**config.mk**
```make
export PLATFORM = sky130hd
export DESIGN_NAME = raster_scan_ctrl
export DESIGN_NICKNAME = d
export VERILOG_FILES = /design/src/rtl/raster_pkg.sv /design/src/rtl/scan_axis_counter.sv /design/src/rtl/raster_scan_ctrl.sv
export SDC_FILE = /design/constraint.sdc
export NUM_CORES = 1
export LEC_CHECK = 0
export BUFFER_PORTS_ARGS = -buffer_cell sky130_fd_sc_hd__buf_2
export CAP_MARGIN = 20
export CORE_MARGIN = 2
export CORE_UTILIZATION = 35
export DETAILED_ROUTE_END_ITERATION = 6
export MAX_ROUTING_LAYER = met4
export SYNTH_ARGS = -nofsm -noshare
export SYNTH_HDL_FRONTEND = slang
export SYNTH_SLANG_ARGS = --single-unit
```
**constraint.sdc**
```tcl
create_clock -name clk -period 4 [get_ports clk]
set_clock_uncertainty 0.2 [all_clocks]
set_input_delay 0.8 -clock clk [delete_from_list [all_inputs] [get_ports clk]]
set_output_delay 0.8 -clock clk [all_outputs]
set_load 0.02 [all_outputs]
```
**src/rtl/raster_pkg.sv**
```systemverilog
// Shared types and defaults for the FAST candidate raster scanner.
package raster_pkg;

  typedef enum logic [1:0] {
    IDLE = 2'd0,
    LOAD = 2'd1,
    SCAN = 2'd2,
    DONE = 2'd3
  } scan_state_t;

  localparam int unsigned DEFAULT_BORDER = 3;

endpackage

```
**src/rtl/scan_axis_counter.sv**
```systemverilog
// One coordinate axis: loadable up/down index counter with terminal detect.
module scan_axis_counter #(
  parameter int unsigned W = 10
) (
  input  logic         clk,
  input  logic         n_rst,
  input  logic         load,
  input  logic [W-1:0] load_val,
  input  logic         step,
  input  logic         dir,
  input  logic [W-1:0] max_val,
  input  logic [W-1:0] min_val,
  output logic [W-1:0] value,
  output logic         at_end
);

  logic [W-1:0] value_q;

  // Load has priority over step; dir=1 counts down.
  always_ff @(posedge clk or negedge n_rst) begin
    if (!n_rst) begin
      value_q <= '0;
    end else if (load) begin
      value_q <= load_val;
    end else if (step) begin
      value_q <= dir ? (value_q - W'(1)) : (value_q + W'(1));
    end
  end

  assign value  = value_q;
  assign at_end = dir ? (value_q == min_val) : (value_q == max_val);

endmodule

```
**src/rtl/raster_scan_ctrl.sv**
```systemverilog
// Raster scan front-end for the FAST detector: walks the image interior
// (BORDER margin excluded) and hands out one (x,y) per valid/ready handshake.
// Build option: define SERPENTINE_EN to reverse x direction on odd rows.
module raster_scan_ctrl
  import raster_pkg::*;
#(
  parameter int unsigned X_W    = 10,
  parameter int unsigned Y_W    = 10,
  parameter int unsigned BORDER = DEFAULT_BORDER
) (
  input  logic           clk,
  input  logic           n_rst,
  input  logic           start,
  input  logic           abort,
  input  logic [X_W-1:0] img_width,
  input  logic [Y_W-1:0] img_height,
  input  logic           coord_ready,
  output logic           coord_valid,
  output logic [X_W-1:0] coord_x,
  output logic [Y_W-1:0] coord_y,
  output logic           row_start,
  output logic           last,
  output logic           busy,
  output logic           done,
  output logic           cfg_err
);

  localparam int unsigned MIN_DIM = 2 * BORDER + 1;
  localparam logic [X_W-1:0] X_MIN = X_W'(BORDER);
  localparam logic [Y_W-1:0] Y_MIN = Y_W'(BORDER);

  scan_state_t    state_q, state_d;
  logic [X_W-1:0] w_q, w_d, x_max_q, x_max_d;
  logic [Y_W-1:0] h_q, h_d, y_max_q, y_max_d;
  logic           dir_q, dir_d;
  logic           cfg_err_q, cfg_err_d;
  logic           valid_q, busy_q, done_q;

  logic [X_W-1:0] x_val;
  logic [Y_W-1:0] y_val;
  logic           x_at_end, y_at_end, x_at_start;
  logic           x_load, x_step, y_load, y_step;
  logic           hs, last_c, too_small;

  scan_axis_counter #(.W(X_W)) u_x_cnt (
    .clk      (clk),
    .n_rst    (n_rst),
    .load     (x_load),
    .load_val (X_MIN),
    .step     (x_step),
    .dir      (dir_q),
    .max_val  (x_max_q),
    .min_val  (X_MIN),
    .value    (x_val),
    .at_end   (x_at_end)
  );

  scan_axis_counter #(.W(Y_W)) u_y_cnt (
    .clk      (clk),
    .n_rst    (n_rst),
    .load     (y_load),
    .load_val (Y_MIN),
    .step     (y_step),
    .dir      (1'b0),
    .max_val  (y_max_q),
    .min_val  (Y_MIN),
    .value    (y_val),
    .at_end   (y_at_end)
  );

  assign hs         = valid_q && coord_ready;
  assign last_c     = x_at_end && y_at_end;
  assign x_at_start = dir_q ? (x_val == x_max_q) : (x_val == X_MIN);
  assign too_small  = (w_q < X_W'(MIN_DIM)) || (h_q < Y_W'(MIN_DIM));

  // Next-state and counter control; abort overrides everything at the end.
  always_comb begin
    state_d   = state_q;
    w_d       = w_q;
    h_d       = h_q;
    x_max_d   = x_max_q;
    y_max_d   = y_max_q;
    dir_d     = dir_q;
    cfg_err_d = cfg_err_q;
    x_load    = 1'b0;
    x_step    = 1'b0;
    y_load    = 1'b0;
    y_step    = 1'b0;

    case (state_q)
      IDLE: begin
        if (start && !abort) begin
          w_d       = img_width;
          h_d       = img_height;
          cfg_err_d = 1'b0;
          state_d   = LOAD;
        end
      end
      LOAD: begin
        x_max_d = w_q - X_W'(BORDER + 1);
        y_max_d = h_q - Y_W'(BORDER + 1);
        x_load  = 1'b1;
        y_load  = 1'b1;
        dir_d   = 1'b0;
        if (too_small) begin
          cfg_err_d = 1'b1;
          state_d   = DONE;
        end else begin
          state_d = SCAN;
        end
      end
      SCAN: begin
        if (hs) begin
          if (last_c) begin
            state_d = DONE;
          end else if (x_at_end) begin
            y_step = 1'b1;
`ifdef SERPENTINE_EN
            dir_d  = ~dir_q;
`else
            x_load = 1'b1;
`endif
          end else begin
            x_step = 1'b1;
          end
        end
      end
      DONE: begin
        state_d = IDLE;
      end
      default: begin
        state_d = IDLE;
      end
    endcase

    if (abort && (state_q == LOAD || state_q == SCAN)) begin
      state_d   = IDLE;
      cfg_err_d = cfg_err_q;
      x_load    = 1'b0;
      x_step    = 1'b0;
      y_load    = 1'b0;
      y_step    = 1'b0;
    end
  end

  // State, latched configuration and registered status outputs.
  always_ff @(posedge clk or negedge n_rst) begin
    if (!n_rst) begin
      state_q   <= IDLE;
      w_q       <= '0;
      h_q       <= '0;
      x_max_q   <= '0;
      y_max_q   <= '0;
      dir_q     <= 1'b0;
      cfg_err_q <= 1'b0;
      valid_q   <= 1'b0;
      busy_q    <= 1'b0;
      done_q    <= 1'b0;
    end else begin
      state_q   <= state_d;
      w_q       <= w_d;
      h_q       <= h_d;
      x_max_q   <= x_max_d;
      y_max_q   <= y_max_d;
      dir_q     <= dir_d;
      cfg_err_q <= cfg_err_d;
      valid_q   <= (state_d == SCAN);
      busy_q    <= (state_d == LOAD) || (state_d == SCAN);
      done_q    <= (state_d == DONE);
    end
  end

  assign coord_valid = valid_q;
  assign coord_x     = x_val;
  assign coord_y     = y_val;
  assign row_start   = valid_q && x_at_start;
  assign last        = valid_q && last_c;
  assign busy        = busy_q;
  assign done        = done_q;
  assign cfg_err     = cfg_err_q;

endmodule

```
==> metrics.md, run 1 <==
| Metric | Value |
|---|---|
| Status | `complete, no violations` |
| Tcrit/Tclk final | `between 80% and 90%` |
| Via count | `around 2500` |
| Boundary pin count | `51` |
| GRT Overall Usage | `15.0%` |
| Die area | `10900 um^2` |
| Fmax | `0.308 GHz` |
| EDFF count, synth | `0` |
| Synth cell types | `50` |
| Number of max-slew violations in the final report | `0` |
| Synth-to-layout area growth | `15.9%` |
| Met3 global-route usage | `2.94%` |
| Yosys reg bits | `66` |
| TritonCTS clock tree | `built` |
| Area leader, netlist | `dfrtp_1` |
| H-tree levels | `3` |
| Max cap viols | `0` |
| Total power divided by cell area | `664 nW/um^2` |
| Hpwl dp | `between 5000 and 6000 um` |
| DR pass1 iterations | `4` |
| DRC violations left | `0` |
| Dominant synthesized flop cell | `dfrtp_1` |
| Syn avg cell area | `roughly 11 um^2` |
| Core area | `just under 10000 um^2` |
| Cell area after synthesis | `3520 um^2` |
| Hold Path Class | `in2async` |
| TritonCTS Sinks | `66` |
| TritonCTS Buffers | `9` |
| Initial DRC count | `just over 80` |
| Grt met1 use | `19.8%` |
| RSZ-0062 raised after global routing | `no` |
| Crit path kind | `reg2out` |
| Top-area cell type share of the netlist area | `47.0%` |
| Share of cells above drive strength 1 | `27.7%` |
| Max-slew headroom | `57.9%` |
| Antenna diodes | `0` |
| Antenna Nets Post-Route | `0` |
| Final instance area | `between 4000 and 5000 um^2` |
| Sequential fraction of the synthesis area | `47.0%` |
| Final Routed Wirelength | `7470 um` |
| Final Hold Fails | `0` |
| Synth Instances | `323` |
| Placement Rows | `36` |
| Chip height | `104 um` |
| Worst EP required | `3000 ps` |
| Worst vdd ir | `between 0.0002 and 0.00025 V` |
| Crit path DAT | `roughly 2200 ps` |
| Vias in the first global route | `2521` |
| Global-route wire length before repair | `12600 um` |
| CTS root buf | `clkbuf_8` |
| Port buffer count | `50` |
| Ys async rst share | `100%` |
| Worst-margin pin slew | `631 ps` |
| Wire per inst | `between 10 and 15 um` |
| Crit end category | `output pin` |
| Final min period | `about 3200 ps` |
| Setup Viol. Count Final | `0` |
| Mapped Nets | `359` |
| Final core utilization | `around two fifths` |
| Setup bufs post-CTS | `0` |
| DP Area | `3870 um^2` |
| CTS Hold Bufs | `0` |
| Resized cells post-CTS | `0` |
| Largest net degree at the start of global routing | `48` |
| Initial Util | `36.0%` |
| Worst-path clk slew | `~70 ps` |
| Vias per inst | `4.85` |
| Gpl congestion | `0.896` |
| GRT overflow | `0` |
| NumNets Final | `410` |
| Top cells by area, synth | `dfrtp_1 47%, mux2_2 8.3%, xnor2_1 6.5%` |
| Initial antenna violation count | `0` |
| Final TNS setup | `0 ps` |
| Crit path max fanout | `9` |
| Yosys warning count | `0` |
| Latest clock arrival within the worst-skew pair | `350 ps` |
| Lkg Pwr | `1.82 nW` |
| Busiest grt layer | `met2` |
| CTS max path bufs | `2` |
| Worst Setup Start Kind | `flip-flop` |
| GR Layer Usage met2 | `22.0%` |
| Chip Width | `104 um` |
==> synthesized netlist by cell type (3+ instances only) <==
cell	count
inv_1	12
clkbuf_1	4
nor3_1	6
nand2_1	21
nand4_1	6
xor2_1	15
xnor2_1	26
nor2_1	36
ha_1	11
a21oi_1	17
mux2i_1	6
nand3b_1	3
nand4b_1	3
mux2_2	26
nor4_2	3
dfrtp_1	66
nand3_1	8
nand2b_1	8
nor4_4	3
==> critical path: stages, from the launching register on <==
cell and delay (ps):
dfrtp_1 480, xor2_2 220, nor4_4 360, and4_1 450, and3_1 210, buf_2 160
==> registers in the layout (all words and copies together) (netlist names) <==
signal / count
x_max_q: 10
y_max_q: 10
cfg_err: 1
coord_valid: 1
state_q: 2
h_q: 10
w_q: 10
done: 1
busy: 1
u_y_cnt.value: 10
u_x_cnt.value: 10
==> power by group <==
group | leakage [nW] | switching [W] | internal (W) | total (W)
clock | 0.0893 | 0.000259 | 0.000286 | 0.000545
sequential | 0.801 | 0.000232 | 0.000920 | 0.00115
combinational | 0.927 | 0.000535 | 0.000472 | 0.00101
total | 1.82 | 0.00103 | 0.00168 | 0.00270
==> cell usage in the layout (no fill, tap or decap), types with 6 or more instances in the layout <==
master	Yosys	routed
ha_1	11	11
mux2i_1	6	6
inv_1	12	12
mux2_2	26	26
xnor2_1	26	26
nand3_1	8	8
clkbuf_8	0	9
a21oi_1	17	17
nor2_1	36	36
buf_2	2	50
dfrtp_1	66	66
nor3_1	6	6
nand4_1	6	6
xor2_1	15	15
nand2b_1	8	8
nand2_1	21	21
==> final timing paths <==
check	endpoint	startpoint	slack, ps	depth (start not counted)
setup / recovery	last	u_x_cnt.value[4]	760	5
hold / removal	h_q[1]	n_rst	190	1
setup reg to reg	busy	u_x_cnt.value[4]	1370	8
hold reg to reg	y_max_q[1]	y_max_q[1]	340	1
max in group asynchronous	u_x_cnt.value[0]	n_rst	2470	2
min in group clk	y_max_q[1]	y_max_q[1]	340	1
==> through the flow <==
stage,worst slack [ps],total power (W),hold slack [ps],instances
global placement,1180,0.00214,318,495
global route,652,0.00292,213,512
floorplan,1260,0.00192,297,323
finish,758,0.00270,185,512
CTS,748,0.00273,186,511
detailed placement,1130,0.00217,326,495
==> layer usage <==
metal  wire [um]  vias up
met5           0        -
met4         190        0
met3         295       19
met2        3370       61
met1        3620     1171
li1            -     1232
==> area by class of cell <==
type	instances	area (um^2)
sequential	66	1650
clock inverter	5	55.1
tap	133	166
timing repair buffer	53	280
fill	956	5700
multi-input combinational	232	1750
clock buffer	11	131
inverter	12	45.0
==> cells by family (layout without fill, tap and decap cells) <==
| logic type | after synthesis | after routing | synth area share (%) |
|---|---|---|---|
| and+or+nand+nor | 115 | 115 | 19.3 |
| muxes | 32 | 32 | 10.0 |
| AOI/OAI and AO/OA | 32 | 32 | 5.69 |
| buffers and inverters | 25 | 81 | 3.41 |
| DFF | 66 | 66 | 47.0 |
| xor gates and xnor gates | 42 | 42 | 10.7 |
| adders and majority gates | 11 | 11 | 3.91 |
Note: power is estimated with default switching activity, not from simulation.
==> run 2, diff against run 1 <==
ABC_AREA = 1   (was not set)
clock period = 2.9 ns   (was 4 ns; I/O delays follow)
==> run 2 against run 1 <==
Utilization down 0.16 points. Design area rose by 4.3%. Clock-buffer cell count is 2 lower. Critical path type unchanged. Largest cell class unchanged.
==> metrics.md, run 2 <==
| Metric | Value |
|---|---|
| Hpwl dp | `6230 um` |
| Yosys reg bits | `66` |
| TritonCTS Sinks | `66` |
| Critical path launch point | `u_x_cnt.value[5]` |
| NumNets Final | `559` |
| Worst EP required | `2120 ps` |
| Ys async rst share | `100%` |
| Initial antenna violation count | `0` |
| Setup bufs post-CTS | `0` |
| Compound-cell area share of the yosys netlist | `under 10%` |
| Max-slew headroom | `61.3%` |
| Cell area after synthesis | `3640 um^2` |
| Status | `complete, no violations` |
| Crit path largest cell delay | `490 ps` |
| Fmax | `approximately 0.38 GHz` |
| Worst-margin pin slew | `579 ps` |
| Top-area cell type share of the netlist area | `between 40% and 50%` |
| Crit path kind | `reg2out` |
| Final core utilization | `41.5%` |
| Sequential fraction of the synthesis area | `45.4%` |
| Synth top cells by count | `116 x nand2_1, 66 x dfrtp_1, 59 x inv_1` |
| Synth Instances | `~470` |
| CP delay by family, top | `simple AND/OR/NAND/NOR gates` |
| Worst Setup Start Kind | `flip-flop` |
| Number of max-slew violations in the final report | `0` |
| Wire per inst | `roughly 12 um` |
| Setup Viol. Count Final | `0` |
| Combinational Power Share | `38.0%` |
| Crit end category | `output pin` |
| Resized cells post-CTS | `0` |
| Core area | `10200 um^2` |
| Final Routed Wirelength | `8100 um` |
| WP buf/inv | `2` |
| Pre-CTS setup slack | `647 ps` |
| Area leader, netlist | `dfrtp_1` |
| Hold Path Class | `in2async` |
| Synth cell types | `29` |
| Global-route wire length before repair | `about 14000 um` |
| Largest net degree at the start of global routing | `35` |
| Chip height | `106 um` |
| Chip Width | `106 um` |
| EDFF count, synth | `0` |
| Internal | `0.00220 W` |
| Flop pwr share | `41.0%` |
| Cell mode on critical path | `nand2_1` |
| Critical R2R Launch | `u_x_cnt.value[5]` |
| Total power | `0.00379 W` |
| RSZ-0062 raised after global routing | `no` |
| Synth-to-layout area growth | `16.7%` |
| Port buffer count | `50` |
| Placement Rows | `37` |
| Tcrit/Tclk final | `90.3%` |
| Latest clock arrival within the worst-skew pair | `350 ps` |
| Crit path max fanout | `5` |
| Commonest non-fill, non-tap cell in the layout | `nand2_1` |
| Adder-Cell Fraction of Synth Area | `3.78%` |
| Final min period | `between 2000 and 3000 ps` |
| TritonCTS Buffers | `9` |
| Total power divided by cell area | `about 900 nW/um^2` |
| CP cell instances | `inv_2 > nand2_1 > nand2_1 > nor2_2 > nand3_2 > nor2_4 > nand2_1 > nor2_1 > buf_2` |
| Largest family of logic cells by synthesized area | `simple AND/OR/NAND/NOR gates` |
| Antenna Nets Post-Route | `0` |
| Vias per inst | `approximately 4.7` |
| Via count | `3090` |
| Lkg Pwr | `2.24 nW` |
| Final TNS setup | `0 ps` |
| DR pass1 iterations | `4` |
| GRT overflow | `0` |
| DRC violations left | `0` |
| Sw frac | `41.9%` |
| Crit path DAT | `1840 ps` |
| Mux cell area share after synthesis | `2.16%` |
| Final instance area | `4250 um^2` |
| Gpl congestion | `0.974` |
| Worst vdd ir | `between 0.0003 and 0.0004 V` |
| Die area | `around 11000 um^2` |
| Worst-path clk slew | `80 ps` |
| Critical Path Slowest Stage Cell | `dfrtp_1` |
| TritonCTS clock tree | `built` |
| CTS Hold Bufs | `0` |
| H-tree levels | `3` |
| Most frequent cells in the layout | `116 x nand2_1, 66 x dfrtp_1, 59 x inv_1, 56 x nor2_1, 50 x buf_2` |
| Boundary pin count | `between 50 and 60` |
| Clock network fraction of total power | `20.9%` |
| Synth Area in Simple Gates | `29.0%` |
| Share of cells above drive strength 1 | `19.3%` |
| Vias in the first global route | `2936` |
| Antenna diodes | `0` |
| DP Area | `4050 um^2` |
| Initial DRC count | `around 140` |
| Dominant synthesized flop cell | `dfrtp_1` |
| Post-Synth XOR/XNOR Area | `4.57%` |
| Mapped Nets | `around 500` |
| Syn avg cell area | `7.80 um^2` |
| Initial Util | `35.6%` |
| CTS max path bufs | `2` |
| Top cells by area, synth | `dfrtp_1 45%, nand2_1 12%, inv_1 6.1%` |
| Yosys warning count | `0` |
| GRT Overall Usage | `between 10% and 20%` |
| Switching pwr | `0.00159 W` |
| Top-count cell post-synth | `nand2_1` |
| Final worst setup slack | `280 ps` |
| Max cap viols | `0` |
| Final Hold Fails | `0` |
| CTS root buf | `clkbuf_8` |
-- run 2: changes by cell type in the layout (fill, tap and decap cells not counted), moves of 6 or more --
cell      previous run  this run
xnor2_1             26         6
nor2_1              36        56
nand2b_1             8         0
o21ai_0              2        23
mux2i_1              6         0
mux2_2              26         7
inv_2                0         8
nand2_2              0         8
inv_1               12        59
nand2_1             21       116
nand3_1              8        25
nand4_1              6        13
-- run 2: area by class of cell --
type,instances,area [um^2]
Clock inverter,7,78.8
Tap cell,136,170
Inverter,67,251
Fill cell,1030,5980
Sequential cell,66,1650
Clock buffer,9,124
Timing Repair Buffer,54,280
Multi-Input combinational cell,325,1690
-- run 2: cell families after synthesis --
logic type      Yosys count
simple gates            240
buf+inv                  76
flops                    66
compound gates           48
xor+xnor                 19
fa+ha+maj                11
mux                       7
-- run 2: worst register-to-register path: cells and delay by family, from the launching register on --
kind	cells	cell delay, ps
AND/OR/NAND/NOR	7	650
AO/OA/AOI/OAI	1	240
adder cells (fa/ha/maj)	1	280
buffers and inverters	4	230
flip-flops	1	490
-- run 2: routing by layer --
| metal | vias to the layer above | routed length (um) | global-route usage (%) |
|---|---|---|---|
| met4 | 0 | 205 | 6.67 |
| li1 | 1603 | - | - |
| met5 | - | 0 | - |
| met3 | 15 | 280 | 2.76 |
| met2 | 72 | 3450 | 23.0 |
| met1 | 1400 | 4160 | 22.3 |
-- run 2: final timing paths --
check | slack, ps | cells past startpoint | endpoint
worst max-delay path | 280 | 9 | last
worst min-delay path | 50 | 2 | u_y_cnt.value[6]
worst max register to register | 690 | 13 | busy
worst min register to register | 280 | 2 | cfg_err
max in group asynchronous | 2090 | 2 | state_q[0]
min in group clk | 260 | 2 | h_q[8]
-- run 2: per-stage QoR --
step	hold slack, ps	std cells
floorplan	84.4	467
global placement	272	648
detailed placement	272	648
CTS	55.7	664
global route	94.7	664
finish	49.0	664
-- run 2: power by group through the flow --
stage	clock, W	combinational, W	sequential (W)
final	0.000794	0.00144	0.00155
after global routing	0.000852	0.00169	0.00161
after CTS	0.000813	0.00146	0.00156
after detailed placement	0	0.00146	0.00158
after global placement	0	0.00142	0.00157
after floorplan	0	0.00104	0.00157
==> run 3, diff against run 2 <==
CORE_UTILIZATION = 40   (was 35)
==> run 3 against run 2 <==
Power down 0.57%. Die area down 12%. Clock power down 2%. Global-route usage up 2.7 points. Combinational power about the same. Non-clock buffer count up 1. Hold slack worse by 10 ps. Cell count down 4.1%. Routed wire length about the same. Critical endpoint unchanged.
==> metrics.md, run 3 (synthesis gave the netlist of run 2 again) <==
| Metric | Value |
|---|---|
| Via count | `3058` |
| Final TNS setup | `0 ps` |
| Setup Viol. Count Final | `0` |
| Largest net degree at the start of global routing | `28` |
| Antenna diodes | `0` |
| CTS Hold Bufs | `0` |
| Total power divided by cell area | `895 nW/um^2` |
| TritonCTS clock tree | `built` |
| Fin Hold WS | `38.7 ps` |
| Lkg Pwr | `approximately 2.2 nW` |
| Share of cells above drive strength 1 | `between 10% and 20%` |
| RSZ-0062 raised after global routing | `no` |
| Worst-path clk slew | `80 ps` |
| Max cap viols | `0` |
| Synth-to-layout area growth | `15.7%` |
| Critical Path Slowest Stage Cell | `dfrtp_1` |
| Port buffer count | `50` |
| Initial antenna violation count | `0` |
| TritonCTS Sinks | `66` |
| Crit path depth | `9` |
| Finished Layout Cells | `637` |
| Worst EP required | `between 2000 and 2500 ps` |
| Crit path largest cell delay | `480 ps` |
| Wire per inst | `12.7 um` |
| Worst vdd ir | `0.000316 V` |
| Tcrit/Tclk final | `89.8%` |
| Crit path DAT | `between 1500 and 2000 ps` |
| WP buf/inv | `2` |
| Max-slew headroom | `52.1%` |
| Most frequent cells in the layout | `116 x nand2_1, 66 x dfrtp_1, 59 x inv_1, 56 x nor2_1, 50 x buf_2` |
| Multi-input logic area | `1690 um^2` |
| Hpwl dp | `between 6000 and 7000 um` |
| DRC violations left | `0` |
| Cell mode on critical path | `nand2_1` |
| Commonest non-fill, non-tap cell in the layout | `nand2_1` |
| NumNets Final | `560` |
| CTS max path bufs | `2` |
| Crit end category | `output pin` |
| Initial Util | `41.5%` |
| Vias per inst | `about 4.8` |
| CTS root buf | `clkbuf_8` |
| Global-route wire length before repair | `14100 um` |
| Chip Width | `99.4 um` |
| CP cell instances | `inv_2 > nand2_1 > nand2_1 > nor2_2 > nand3_2 > nor2_4 > nand2_1 > nor2_1 > buf_2` |
| Resized cells post-CTS | `0` |
| Core area | `8760 um^2` |
| CP delay by family, top | `simple AND/OR/NAND/NOR gates` |
| Chip height | `between 90 and 100 um` |
| Crit path kind | `reg2out` |
| H-tree levels | `3` |
| Dpl cells | `621` |
| Placement Rows | `34` |
| GRT Overall Usage | `18.7%` |
| Worst r2r path cells | `13` |
| Worst-margin pin slew | `717 ps` |
| TritonCTS Buffers | `9` |
| Vias in the first global route | `2894` |
| Fillers | `880` |
| Antenna Nets Post-Route | `0` |
| Setup bufs post-CTS | `0` |
| Area taken by flip-flops and latches | `1650 um^2` |
| DR pass1 iterations | `4` |
| Final Routed Wirelength | `8100 um` |
| Gpl congestion | `0.876` |
| Hold Path Class | `in2async` |
| Final min period | `2600 ps` |
| GRT overflow | `0` |
| Fmax | `0.384 GHz` |
| Status | `complete, no violations` |
| Number of max-slew violations in the final report | `0` |
| Boundary pin count | `51` |
| Latest clock arrival within the worst-skew pair | `between 300 and 400 ps` |
| Die area | `9880 um^2` |
| Worst Setup Start Kind | `flip-flop` |
| Initial DRC count | `roughly 150` |
| Crit path max fanout | `5` |
| Final Hold Fails | `0` |
## run 3: cell count changes in the layout (fill, tap and decap cells not counted), sizes merged
cell | previous run | this run
clkinvlp | 0 | 1
buf | 54 | 55
inv | 68 | 67
## run 3: cell type report
cell class	instances	area share, %
Multi-Input combinational cell	325	40.2
Sequential cell	66	39.2
Timing Repair Buffer	55	6.83
Inverter	67	5.97
Tap cell	108	3.21
Clock buffer	9	2.94
Clock inverter	7	1.66
## run 3: through the flow
stage / utilization, % / power (W) / worst slack (ps) / cell area (um^2)
finish: 48.1 / 0.00377 / 295 / 4210
global route: 48.1 / 0.00414 / 63.2 / 4210
CTS: 48.1 / 0.00382 / 255 / 4210
detailed placement: 45.9 / 0.00303 / 676 / 4020
global placement: 45.9 / 0.00300 / 675 / 4020
floorplan: - / 0.00261 / 574 / 3640
## run 3: where the power goes
part | switching, W | leakage [nW] | internal, W
combinational | 0.000897 | 1.35 | 0.000534
clock | 0.000385 | 0.0990 | 0.000395
sequential | 0.000292 | 0.794 | 0.00127
total | 0.00157 | 2.24 | 0.00220
## run 3: worst register-to-register path, cell delays in order, from the launching register on
cell and delay, ps:
dfrtp_1 480, inv_2 80, nand2_1 60, nand2_1 60, nor2_2 160, inv_1 50, nor2_1 110, nand2_1 120
nor2_1 110, nand2_1 60, a21oi_1 240, inv_1 80, ha_1 280, inv_1 30
## run 3: worst paths after layout
kind | startpoint | end | slack, ps
setup / recovery | u_x_cnt.value[5] | last | 300
hold / removal | n_rst | u_x_cnt.value[4] | 40
setup reg to reg | u_x_cnt.value[5] | busy | 690
hold reg to reg | cfg_err | cfg_err | 290
max in group asynchronous | n_rst | y_max_q[7] | 1670
min in group clk | img_height[8] | h_q[8] | 260
## run 3: routing by layer
| metal | GRT usage (%) | wire length (um) | vias up |
|---|---|---|---|
| li1 | - | - | 1597 |
| met1 | 26.7 | 4150 | 1387 |
| met2 | 26.0 | 3480 | 61 |
| met3 | 3.23 | 333 | 13 |
| met4 | 8.11 | 145 | 0 |
| met5 | - | 0 | - |
